[config.mk]
export PLATFORM = sky130hd
export DESIGN_NAME = id_ex_operand_stage
export DESIGN_NICKNAME = d
export VERILOG_FILES = /design/src/rtl/cpu_pkg.sv /design/src/rtl/fwd_mux.sv /design/src/rtl/id_ex_operand_stage.sv
export SDC_FILE = /design/constraint.sdc
export NUM_CORES = 1
export LEC_CHECK = 0
export ABC_AREA = 0
export BUFFER_PORTS_ARGS = -buffer_cell sky130_fd_sc_hd__clkbuf_2
export CAP_MARGIN = 0
export CORE_AREA = 3 3 117 119
export CTS_BUF_LIST = sky130_fd_sc_hd__clkbuf_4 sky130_fd_sc_hd__clkbuf_8
export DETAILED_ROUTE_END_ITERATION = 8
export DIE_AREA = 0 0 120 122
export PLACE_DENSITY_LB_ADDON = 0.3
export SLEW_MARGIN = 15
export SYNTH_ARGS = -nofsm -noshare
export SYNTH_HDL_FRONTEND = slang
export SYNTH_SLANG_ARGS = --single-unit
[constraint.sdc]
create_clock -name clk_i -period 8.9 [get_ports clk_i]
set_input_delay 1.335 -clock clk_i [delete_from_list [all_inputs] [get_ports clk_i]]
set_output_delay 1.335 -clock clk_i [all_outputs]
set_load 0.01 [all_outputs]
[src/rtl/cpu_pkg.sv]
// Shared CPU constants: datapath widths, ALU control codes and the forward-select encoding.
// Consumed by id_ex_operand_stage and fwd_mux.
package cpu_pkg;

  localparam int CPU_DW = 32;
  localparam int CPU_AW = 5;
  localparam int CPU_CW = 4;

  localparam logic [CPU_CW-1:0] ALU_ADD  = 4'd0;
  localparam logic [CPU_CW-1:0] ALU_SUB  = 4'd1;
  localparam logic [CPU_CW-1:0] ALU_AND  = 4'd2;
  localparam logic [CPU_CW-1:0] ALU_OR   = 4'd3;
  localparam logic [CPU_CW-1:0] ALU_SLT  = 4'd4;
  localparam logic [CPU_CW-1:0] ALU_SLTU = 4'd5;
  localparam logic [CPU_CW-1:0] ALU_SLLV = 4'd6;
  localparam logic [CPU_CW-1:0] ALU_LUI  = 4'd7;
  localparam logic [CPU_CW-1:0] ALU_ORI  = 4'd8;
  localparam logic [CPU_CW-1:0] ALU_BEQ  = 4'd9;
  localparam logic [CPU_CW-1:0] ALU_BNE  = 4'd10;

  typedef enum logic [1:0] {
    FWD_RF    = 2'd0,
    FWD_EXMEM = 2'd1,
    FWD_MEMWB = 2'd2
  } fwd_sel_t;

endpackage

[src/rtl/fwd_mux.sv]
// Operand forwarding mux for one source register: EX/MEM beats MEM/WB beats register file.
// FWD_EN=0 collapses the mux to a plain register-file pass-through.
module fwd_mux
  import cpu_pkg::*;
#(
  parameter int DW     = CPU_DW,
  parameter int AW     = CPU_AW,
  parameter bit FWD_EN = 1'b1
) (
  input  logic [AW-1:0] idx_i,
  input  logic [DW-1:0] rf_data_i,
  input  logic          exmem_reg_write_i,
  input  logic [AW-1:0] exmem_rd_i,
  input  logic [DW-1:0] exmem_result_i,
  input  logic          memwb_reg_write_i,
  input  logic [AW-1:0] memwb_rd_i,
  input  logic [DW-1:0] memwb_result_i,
  output fwd_sel_t      sel_o,
  output logic [DW-1:0] data_o
);

  logic w_exmem_hit;
  logic w_memwb_hit;

  // Register 0 is hard-wired to zero, so a write to it is never a forwarding source.
  assign w_exmem_hit = FWD_EN && exmem_reg_write_i && (exmem_rd_i != '0) && (exmem_rd_i == idx_i);
  assign w_memwb_hit = FWD_EN && memwb_reg_write_i && (memwb_rd_i != '0) && (memwb_rd_i == idx_i);

  always_comb begin
    sel_o  = FWD_RF;
    data_o = rf_data_i;
    if (w_exmem_hit) begin
      sel_o  = FWD_EXMEM;
      data_o = exmem_result_i;
    end else if (w_memwb_hit) begin
      sel_o  = FWD_MEMWB;
      data_o = memwb_result_i;
    end
  end

endmodule

[src/rtl/id_ex_operand_stage.sv]
// ID/EX pipeline register with operand select, EX/MEM + MEM/WB forwarding and load-use detection.
// Define ID_EX_FWD_EN to enable forwarding; without it the hazard widens to every RAW dependence.
module id_ex_operand_stage
  import cpu_pkg::*;
#(
  parameter int DW = CPU_DW,
  parameter int AW = CPU_AW,
  parameter int CW = CPU_CW
) (
  input  logic          clk_i,
  input  logic          rst_i,
  input  logic          in_valid_i,
  input  logic          stall_i,
  input  logic          flush_i,
  input  logic [DW-1:0] rs_data_i,
  input  logic [DW-1:0] rt_data_i,
  input  logic [15:0]   imm_i,
  input  logic          sign_ext_i,
  input  logic          alu_src_i,
  input  logic [CW-1:0] alu_ctrl_i,
  input  logic [AW-1:0] rs_addr_i,
  input  logic [AW-1:0] rt_addr_i,
  input  logic [AW-1:0] rd_addr_i,
  input  logic          reg_dst_i,
  input  logic          reg_write_i,
  input  logic          mem_read_i,
  input  logic [AW-1:0] id_rs_addr_i,
  input  logic [AW-1:0] id_rt_addr_i,
  input  logic          exmem_reg_write_i,
  input  logic [AW-1:0] exmem_rd_i,
  input  logic [DW-1:0] exmem_result_i,
  input  logic          memwb_reg_write_i,
  input  logic [AW-1:0] memwb_rd_i,
  input  logic [DW-1:0] memwb_result_i,
  output logic [DW-1:0] src1_o,
  output logic [DW-1:0] src2_o,
  output logic [CW-1:0] ctrl_o,
  output logic [DW-1:0] store_data_o,
  output logic [AW-1:0] wr_addr_o,
  output logic          reg_write_o,
  output logic          mem_read_o,
  output logic          valid_o,
  output logic          hazard_o,
  output fwd_sel_t      fwd_rs_sel_o,
  output fwd_sel_t      fwd_rt_sel_o
);

`ifdef ID_EX_FWD_EN
  localparam bit FWD_EN = 1'b1;
`else
  localparam bit FWD_EN = 1'b0;
`endif

  logic          r_valid;
  logic          r_reg_write;
  logic          r_mem_read;
  logic          r_alu_src;
  logic [CW-1:0] r_ctrl;
  logic [AW-1:0] r_wr_addr;
  logic [AW-1:0] r_rs_addr;
  logic [AW-1:0] r_rt_addr;
  logic [DW-1:0] r_rs_data;
  logic [DW-1:0] r_rt_data;
  logic [DW-1:0] r_imm_ext;

  logic [DW-1:0] w_imm_ext;
  logic [DW-1:0] w_rs_fwd;
  logic [DW-1:0] w_rt_fwd;
  logic          w_haz_src;
  logic          w_haz_match;

  assign w_imm_ext = {{(DW-16){imm_i[15] & sign_ext_i}}, imm_i};

  // Stage control: flush loads a bubble and wins over stall; stall holds everything;
  // otherwise the decode stage is captured and its side effects qualified by in_valid_i.
  always_ff @(posedge clk_i or posedge rst_i) begin
    if (rst_i) begin
      r_valid     <= 1'b0;
      r_reg_write <= 1'b0;
      r_mem_read  <= 1'b0;
      r_alu_src   <= 1'b0;
      r_ctrl      <= '0;
      r_wr_addr   <= '0;
      r_rs_addr   <= '0;
      r_rt_addr   <= '0;
      r_rs_data   <= '0;
      r_rt_data   <= '0;
      r_imm_ext   <= '0;
    end else if (flush_i) begin
      r_valid     <= 1'b0;
      r_reg_write <= 1'b0;
      r_mem_read  <= 1'b0;
      r_alu_src   <= 1'b0;
      r_ctrl      <= '0;
      r_wr_addr   <= '0;
      r_rs_addr   <= '0;
      r_rt_addr   <= '0;
      r_rs_data   <= '0;
      r_rt_data   <= '0;
      r_imm_ext   <= '0;
    end else if (!stall_i) begin
      r_valid     <= in_valid_i;
      r_reg_write <= reg_write_i & in_valid_i;
      r_mem_read  <= mem_read_i & in_valid_i;
      r_alu_src   <= alu_src_i;
      r_ctrl      <= alu_ctrl_i;
      r_wr_addr   <= reg_dst_i ? rd_addr_i : rt_addr_i;
      r_rs_addr   <= rs_addr_i;
      r_rt_addr   <= rt_addr_i;
      r_rs_data   <= rs_data_i;
      r_rt_data   <= rt_data_i;
      r_imm_ext   <= w_imm_ext;
    end
  end

  fwd_mux #(.DW(DW), .AW(AW), .FWD_EN(FWD_EN)) u_fwd_rs (
    .idx_i             (r_rs_addr),
    .rf_data_i         (r_rs_data),
    .exmem_reg_write_i (exmem_reg_write_i),
    .exmem_rd_i        (exmem_rd_i),
    .exmem_result_i    (exmem_result_i),
    .memwb_reg_write_i (memwb_reg_write_i),
    .memwb_rd_i        (memwb_rd_i),
    .memwb_result_i    (memwb_result_i),
    .sel_o             (fwd_rs_sel_o),
    .data_o            (w_rs_fwd)
  );

  fwd_mux #(.DW(DW), .AW(AW), .FWD_EN(FWD_EN)) u_fwd_rt (
    .idx_i             (r_rt_addr),
    .rf_data_i         (r_rt_data),
    .exmem_reg_write_i (exmem_reg_write_i),
    .exmem_rd_i        (exmem_rd_i),
    .exmem_result_i    (exmem_result_i),
    .memwb_reg_write_i (memwb_reg_write_i),
    .memwb_rd_i        (memwb_rd_i),
    .memwb_result_i    (memwb_result_i),
    .sel_o             (fwd_rt_sel_o),
    .data_o            (w_rt_fwd)
  );

  assign src1_o       = w_rs_fwd;
  assign store_data_o = w_rt_fwd;
  assign src2_o       = r_alu_src ? r_imm_ext : w_rt_fwd;
  assign ctrl_o       = r_ctrl;
  assign wr_addr_o    = r_wr_addr;
  assign reg_write_o  = r_reg_write;
  assign mem_read_o   = r_mem_read;
  assign valid_o      = r_valid;

  // With forwarding only a load result arrives too late; without it any pending write does.
`ifdef ID_EX_FWD_EN
  assign w_haz_src = r_mem_read;
`else
  assign w_haz_src = r_reg_write;
`endif

  assign w_haz_match = (r_wr_addr == id_rs_addr_i) || (r_wr_addr == id_rt_addr_i);
  assign hazard_o    = r_valid && w_haz_src && (r_wr_addr != '0) && w_haz_match;

endmodule

==> Word level (Yosys, flattened, before mapping) <==
Cells that the tools add are included.
{ "word_totals": {"output_inout_bits": 113, "input_bits": 195, "word_cells": 40, "regBits": 109} }
{ "op_classes": {"n_reduce_logical": 5, "n_eq_ne": 3, "n_mux": 20, "bitwise": 3} }
{ "op_table": {"columns": ["op", "n"], "rows": [
  ["2-to-1 mux 32 bit", 7],
  ["2-to-1 mux 5 bit", 3],
  ["== test 5 bit", 2],
  ["2-to-1 mux 1 bit", 8],
  ["2-to-1 mux 4 bit", 2],
  ["nonzero test 5 bit", 1],
  ["bitwise AND 1 bit", 3],
  ["logical AND 1 bit", 3],
  ["!= test 2 x 1 -> 1 bit (second input constant)", 1],
  ["logical OR 1 bit", 1]
]} }

==> Longest topological paths before layout <==
Gate-level depths: netlist of the first run.
{ "depth": {"ltp_word": 3, "ltp_mapped": 5, "ltp_nobuf": 4} }

==> By module <==
Synthesis of the first run repeated with hierarchy kept, for this count alone.
{ "unflattened": {"hier_cells": 493, "area_unflattened_um2": 5250.0} }
{ "modules_own_cells": {"columns": ["module", "cells_per_inst", "area_each_um2", "instances", "seq_area_each_um2"], "rows": [
  ["id_ex_operand_stage", 423, 4732.0, 1, 2602.5],
  ["fwd_mux", 35, 259.0, 2, 0.0]
]} }

==> Least setup slack after synthesis of the first run <==
Ideal clock, no wire load.
{ "synth_timing": {"kind": "input to output", "startpoint": "input id_rs_addr_i[2]", "endpoint": "output hazard_o", "path_slack_ps": 5615, "path_buffers": 0, "t_arrival_ps": 1950, "path_stages": 4, "path_cell_list": "xor2_1 > nor3_1 > nand3_1 > a21oi_1"} }
{ "synth_between": {"elab_chain_len": 3} }
{ "synth_rtl": {"columns": ["item", "line", "text"], "rows": [
  ["start, declared", "id_ex_operand_stage.sv:27", "input logic [AW-1:0] id_rs_addr_i,"],
  ["== test 5 bit", "id_ex_operand_stage.sv:158", "assign w_haz_match = (r_wr_addr == id_rs_addr_i) || (r_wr_addr == id_rt_addr_i);"],
  ["logical OR 1 bit", "id_ex_operand_stage.sv:158", null],
  ["logical AND 1 bit", "id_ex_operand_stage.sv:159", "assign hazard_o = r_valid && w_haz_src && (r_wr_addr != '0) && w_haz_match;"],
  ["end, declared", "id_ex_operand_stage.sv:43", "output logic hazard_o,"]
]} }
Every way passes these cells.

==> Worst setup path after layout of the first run <==
{ "layout_timing": {"startpoint": "input id_rt_addr_i[2]", "endpoint": "output hazard_o"} }
{ "layout_between": {"elab_chain_len": 3} }
{ "layout_rtl": {"columns": ["item", "line", "text"], "rows": [
  ["start, declared", "id_ex_operand_stage.sv:28", "input logic [AW-1:0] id_rt_addr_i,"],
  ["== test 5 bit", "id_ex_operand_stage.sv:158", null],
  ["logical OR 1 bit", "id_ex_operand_stage.sv:158", null],
  ["logical AND 1 bit", "id_ex_operand_stage.sv:159", null]
]} }
Every way passes these cells.

==> metrics.md, run 1 <==
| Metric | Value |
|---|---|
| Async SR Flop Fraction | 100% |
| EDFF count, synth | 0 |
| DP Cell Count | 765 |
| Clk buf depth | 2 |
| Flop pwr share | 51.5% |
| Number of detailed-routing iterations run before antenna repair | 4 |
| FMAX | 0.286 GHz |
| Initial antenna violation count | 0 |
| Buf/Inv on CP | 2 |
| Final WL | 11000 um |
| Hold_sp | r_imm_ext[14] |
| Largest net degree at the start of global routing | 95 |
| Share of layout cells above drive strength 1 | 42.6% |
| Clock Pin Slew Worst Setup and Hold Paths | 0.09 ns |
| Synthesized instance count | 395 |
| Gr ovfl total | 0 |
| CP Max Fanout | 1 |
| Slowest CP cell | nor3_1 |
| Static leakage | 3.27 nW |
| Synth area leader | dfrtp_1 |
| P_int | 0.000662 W |
| Via Count | 3495 |
| Cell variety after synth | 22 |
| Syn Std Cell Area | 0.00433 sq mm |
| Top_reg_cell synth | dfrtp_1 |
| 1st-iter DRT viols | 123 |
| GRT Util Overall | 15.5% |
| HPWL Detailed | 7860 um |
| Clock Skew | 0 ns |
| CTS root buffer | clkbuf_8 |
| Initial Utilization | 34.2% |
| Rows | 41 |
| Synth warn | 0 |
| I/O pin cnt | 308 |
| Die ar. | 0.0146 sq mm |
| Chip Width | 120 um |
| DRC viols | 0 |
| Clock group share of total power | 31.2% |
| Sw frac | 27.2% |
| Antenna Cells | 0 |
| Worst r2r dst | r_alu_src |
| Routed vias/inst | 4.48 |
| Setup violators final | 0 |
| CTS Buf Count | 9 |
| Crit path required time | 7.57 ns |
| Max Cap Viol | 0 |
| Net Sw Power | 0.000247 W |
| Clk_lat worst skew | 0.37 ns |
| Final hold vios | 0 |
| Fin crit share | 39.2% |
| Most common cell on crit path | clkbuf_2 |
| Slew Viols, Final | 0 |
| Flop2flop setup slack | 7.85 ns |
| Layout area overhead | 32.1% |
| Yosys reg bits | 94 |
| RSZ-0062 raised after global routing | no |
| Cell count of the worst hold path | 2 |
| Post-CTS Setup Inserts | 0 |
| Crit Path Category | primary input to primary output |
| Min Tclk post-route | 3.49 ns |
| Reg2reg path depth | 3 |
| Pwr Density | 159 mW/mm^2 |
| H-Tree Depth | 3 |
| Routed WL per cell | 14.1 um |
| ANT nets after route | 0 |
| Worst-margin pin slew | 0.971 ns |
| CP endpoint kind | primary output |
| TritonCTS Sinks | 94 |
| Port bufs | 222 |
| End of the worst hold path | r_imm_ext[14] |
| CP arrival | 2.16 ns |
| Worst hold-check path type | register to register |
| Yosys top cell area share | 54.4% |
| Worst r2r src | r_alu_src |
| Crit path max-delay family | simple AND/OR/NAND/NOR gates |
| Post-cts sizing count | 0 |
| Final TNS setup | 0 ns |
| Gp weighted congestion | 0.737 |
| CTS tree | done |
| Outcome | finished, final reports clean |
| Slowest stage delay, CP | 0.21 ns |
| Vias in the first global route | 3618 |
| Slew HR | 35.2% |
| Crit-path cells | clkbuf_2 -> xor2_1 -> nor3_1 -> nand3_1 -> a21oi_1 -> clkbuf_2 |
| Core ar. | 0.0127 sq mm |
| Fill cell count | 1220 |
| Maximum vdd drop | 0.0000881 V |
| Layout Nets | 799 |
| Number of hold buffers added after cts | 0 |
| First-pass GRT wire length | 18000 um |
| Die H | 122 um |
| Synthesized area per cell | 11.0 sq um |
| Synth top area cells | dfrtp_1 (54%), mux2i_1 (21%), nor2_1 (8.7%) |
| Sequential element share of the synthesized area | 54.4% |
| Worst setup SP type | primary input |
| Logic pwr share | 17.3% |
| Final cell count without fillers | 780 |
[cells by family (layout without fill, tap and decap cells)]
logic type / after synthesis / count (layout) / synth area share [%]
DFF: 94 / 94 / 54.4
buffers and inverters: 48 / 258 / 5.49
xor gates and xnor gates: 10 / 10 / 2.02
muxes: 105 / 105 / 24.7
AOI/OAI and AO/OA: 28 / 28 / 3.53
and+or+nand+nor: 109 / 109 / 9.77
other: 1 / 4 / 0.0866
[per-layer routing]
metal / up-vias / wire length (um) / GRT usage, %
li1: 1707 / - / -
met5: - / 0 / 0
met2: 157 / 4990 / 23.6
met1: 1618 / 4810 / 20.1
met3: 13 / 1040 / 5.62
met4: 0 / 174 / 6.16
[stage by stage]
stage | hold slack, ns | instance area [sq um] | util, % | power [W] | worst slack [ns]
after floorplan | 0.477 | 4340 | - | 0.000567 | 5.12
final | 0.525 | 5720 | 45.1 | 0.000908 | 5.41
after CTS | 0.533 | 5720 | 45.1 | 0.000925 | 5.41
after detailed placement | 0.511 | 5530 | 43.6 | 0.000636 | 5.43
after global routing | 0.560 | 5720 | 45.1 | 0.000964 | 5.28
after global placement | 0.500 | 5530 | 43.6 | 0.000632 | 5.43
[tightest hold or removal path, stage by stage, from the launching register on]
cell and delay [ns]:
dfrtp_1 0.35, mux2i_1 0.07, nor2_1 0.07
[cells in the final DEF, fill, tap and decap left out, types with 2 or more instances in the layout]
cell type,Yosys,final
mux2i_1,89,89
clkbuf_8,0,10
clkbuf_2,1,220
dfrtp_1,94,94
o21ai_0,16,16
buf_4,13,5
xor2_1,6,6
conb_1,1,4
nor2b_1,2,2
a22oi_1,2,2
nor3_1,2,2
xnor2_1,4,4
inv_1,17,16
nand2_1,2,2
nor2_1,100,100
mux2_2,16,16
nand3_1,2,2
a21oi_1,9,9
clkinv_2,0,2
[final cells by class]
type	count	area (sq um)	area share [%]
Tap cell	172	215	3.76
Multi-Input combinational cell	256	1750	30.6
Clock buffer	11	145	2.54
Inverter	17	66.3	1.16
Timing Repair Buffer	226	1140	20.0
Sequential cell	94	2350	41.1
Clock inverter	4	47.5	0.831
[power by group through the flow]
stage | clock, W | sequential (W) | combinational (W)
2_1_floorplan | 0 | 0.000482 | 0.0000845
3_3_place_gp | 0 | 0.000475 | 0.000158
3_5_place_dp | 0 | 0.000476 | 0.000161
4_1_cts | 0.000296 | 0.000468 | 0.000161
5_1_grt | 0.000316 | 0.000471 | 0.000176
6_report | 0.000284 | 0.000467 | 0.000157
[cell usage after synthesis (4+ instances only)]
| library cell | number |
|---|---|
| xnor2_1 | 4 |
| o21ai_0 | 16 |
| nor2_1 | 100 |
| mux2i_1 | 89 |
| dfrtp_1 | 94 |
| mux2_2 | 16 |
| clkbuf_1 | 5 |
| a21oi_1 | 9 |
| buf_2 | 6 |
| buf_1 | 6 |
| buf_4 | 13 |
| inv_1 | 17 |
| xor2_1 | 6 |
[worst max path at each step]
stage,start,end,slack [ns],cells past startpoint
4_1_cts,id_rt_addr_i[2],hazard_o,5.41,6
3_5_place_dp,id_rt_addr_i[2],hazard_o,5.43,6
6_report,id_rt_addr_i[2],hazard_o,5.41,6
5_1_grt,id_rt_addr_i[2],hazard_o,5.28,6
3_3_place_gp,id_rs_addr_i[2],hazard_o,5.43,6
2_1_floorplan,rst_i,ctrl_o[0],5.12,1
[flip-flops by register name, summed over array words and instances, names as in the netlist]
| register | flops |
|---|---|
| r_rs_data | 32 |
| mem_read_o | 1 |
| reg_write_o | 1 |
| wr_addr_o | 5 |
| r_rt_data | 32 |
| r_alu_src | 1 |
| ctrl_o | 4 |
| valid_o | 1 |
| r_imm_ext | 17 |
Note: power is estimated with default switching activity, not from simulation.
==> run 2: changes to the inputs <==
CORE_AREA = 3 3 118 120   (was 3 3 117 119)
DIE_AREA = 0 0 121 123   (was 0 0 120 122)
clock period = 3 ns   (was 8.9 ns; I/O delays follow)
==> metrics.md, run 2 (synthesis gave the netlist of run 1 again) <==
| Metric | Value |
|---|---|
| Levels on crit path | 3 (was 6) |
| CTS root buffer | clkbuf_8 (unchanged) |
| Slowest stage delay, CP | 0.77 ns (was 0.21 ns) |
| I/O pin cnt | 308 (unchanged) |
| Buf/Inv on CP | 1 (was 2) |
| DRC viols | 0 (unchanged) |
| Initial Utilization | 33.1% (was 34.2%) |
| Crit path required time | 2.55 ns (was 7.57 ns) |
| Logic pwr share | 16.4% (was 17.3%) |
| CP arrival | 2.01 ns (was 2.16 ns) |
| Layout Nets | 800 (was 799) |
| TritonCTS Sinks | 94 (unchanged) |
| Routed WL per cell | 14.4 um (was 14.1 um) |
| Setup violators final | 0 (unchanged) |
| Slew Viols, Final | 0 (unchanged) |
| Flop pwr share | 48.4% (was 51.5%) |
| Maximum vdd drop | 0.000292 V (was 0.0000881 V) |
| Top Registers | r_rs_data x32, r_rt_data x32, r_imm_ext x17 (unchanged) |
| Largest net degree at the start of global routing | 103 (was 95) |
| HPWL Detailed | 8100 um (was 7860 um) |
| Vias in the first global route | 3555 (was 3618) |
| Final WL | 11300 um (was 11000 um) |
| Port bufs | 222 (unchanged) |
| H-Tree Depth | 3 (unchanged) |
| Clk_lat worst skew | 0.36 ns (was 0.37 ns) |
| Crit path max-delay family | flip-flops (was simple AND/OR/NAND/NOR gates) |
| Most frequent cells in the layout | clkbuf_2 (220), nor2_1 (100), dfrtp_1 (94) (unchanged) |
| Worst-margin pin slew | 0.852 ns (was 0.971 ns) |
| Number of detailed-routing iterations run before antenna repair | 4 (unchanged) |
| Die ar. | 0.0149 sq mm (was 0.0146 sq mm) |
| P_int | 0.00214 W (was 0.000662 W) |
| Fin crit share | 81.9% |
| CP endpoint kind | primary output (unchanged) |
| Max Cap Viol | 0 (unchanged) |
| GRT Util Overall | 15.2% (was 15.5%) |
| Clock group share of total power | 35.2% (was 31.2%) |
| Rows | 42 (was 41) |
| Static leakage | 3.31 nW (was 3.27 nW) |
| Gp weighted congestion | 0.729 (was 0.737) |
| Reg2reg path depth | 2 (was 3) |
| Final cell count without fillers | 785 (was 780) |
| Slew HR | 43.2% (was 35.2%) |
| Layout area overhead | 34.4% (was 32.1%) |
| Setup ws final | 0.543 ns (was 5.41 ns) |
| Post-CTS Setup Inserts | 0 (unchanged) |
| Outcome | finished, final reports clean (unchanged) |
| Slowest CP cell | dfrtp_1 (was nor3_1) |
| Crit-path cells | nand2_1 -> o21ai_0 -> clkbuf_2 (was clkbuf_2 -> xor2_1 -> nor3_1 -> nand3_1 -> a21oi_1 -> clkbuf_2) |
| Chip Width | 121 um (was 120 um) |
| 1st-iter DRT viols | 153 (was 123) |
| CTS Buf Count | 9 (unchanged) |
| Crit Path Category | register to primary output (was primary input to primary output) |
| Pwr Density | 494 mW/mm^2 (was 159 mW/mm^2) |
| FMAX | 0.407 GHz |
| Antenna Cells | 0 (unchanged) |
| Clk buf depth | 2 (unchanged) |
| Core ar. | 0.0131 sq mm (was 0.0127 sq mm) |
| Clock Pin Slew Worst Setup and Hold Paths | 0.09 ns (about the same) |
| Final Util | 44.5% (was 45.1%) |
| First-pass GRT wire length | 17700 um (was 18000 um) |
| RSZ-0062 raised after global routing | no (unchanged) |
| Routed vias/inst | 4.55 (was 4.48) |
| Via Count | 3571 (was 3495) |
| Clock Skew | 0 ns (unchanged) |
| Share of layout cells above drive strength 1 | 42.7% (was 42.6%) |
| CP Max Fanout | 20 (was 1) |
| Gr ovfl total | 0 (unchanged) |
| Net Sw Power | 0.000737 W (was 0.000247 W) |
| Initial antenna violation count | 0 (unchanged) |
| Die H | 123 um (was 122 um) |
| Final hold vios | 0 (unchanged) |
| Number of hold buffers added after cts | 0 (unchanged) |
| Worst setup SP type | register (was primary input) |
| Post-cts sizing count | 0 (unchanged) |
| Min Tclk post-route | 2.46 ns |
| CTS tree | done (unchanged) |
| Commonest non-fill, non-tap cell in the layout | clkbuf_2 (unchanged) |
| Pre-CTS setup slack | 0.910 ns (was 5.43 ns) |
| Sw frac | 25.6% (was 27.2%) |
| DP Cell Count | 770 (was 765) |
| Final TNS setup | 0 ns (unchanged) |
| ANT nets after route | 0 (unchanged) |
| Worst hold-check path type | primary input to async pin (was register to register) |
## run 2: worst reg2reg max path, stage by stage, from the launching register on
cell and delay (ns):
dfrtp_1 0.77, mux2i_1 0.16, nor2_1 0.11
## run 2: worst paths after layout
check,slack [ns],end,from
worst min-delay path,0.22,r_rs_data[31],rst_i
worst max register to register,1.90,r_alu_src,r_alu_src
min in group clk_i,0.31,r_rs_data[20],rs_data_i[20]
worst min register to register,0.53,ctrl_o[2],ctrl_o[2]
worst max-delay path,0.54,src2_o[16],r_alu_src
max in group asynchronous,1.99,r_imm_ext[9],rst_i
## run 2: power groups by stage
stage	registers (W)	logic [W]	clock network [W]
3_5_place_dp	0.00142	0.000479	0
3_3_place_gp	0.00141	0.000469	0
6_report	0.00139	0.000471	0.00101
5_1_grt	0.00141	0.000526	0.00110
2_1_floorplan	0.00143	0.000251	0
4_1_cts	0.00139	0.000481	0.00105
## run 2: layout make-up
class / instances / area [sq um]
Tap cell: 176 / 220
Multi-Input combinational cell: 256 / 1750
Clock buffer: 11 / 145
Timing Repair Buffer: 227 / 1190
Fill cell: 1295 / 7270
Clock inverter: 4 / 95.1
Inverter: 17 / 66.3
Sequential cell: 94 / 2350
## run 2: per-layer routing
metal / track usage, % / vias up / part of all wire (%)
met4: 7.08 / 0 / 1.9
met3: 5.67 / 14 / 8.7
li1: - / 1709 / -
met5: 0 / - / 0
met1: 18.6 / 1709 / 42
met2: 24.0 / 139 / 47
## run 2: stage by stage
stage	total power, W	hold WS [ns]	cell area [sq um]
after floorplan	0.00168	0.477	4340
after global placement	0.00188	0.499	5580
after detailed placement	0.00190	0.508	5580
after CTS	0.00293	0.239	5820
after global routing	0.00303	0.277	5820
final	0.00287	0.219	5820
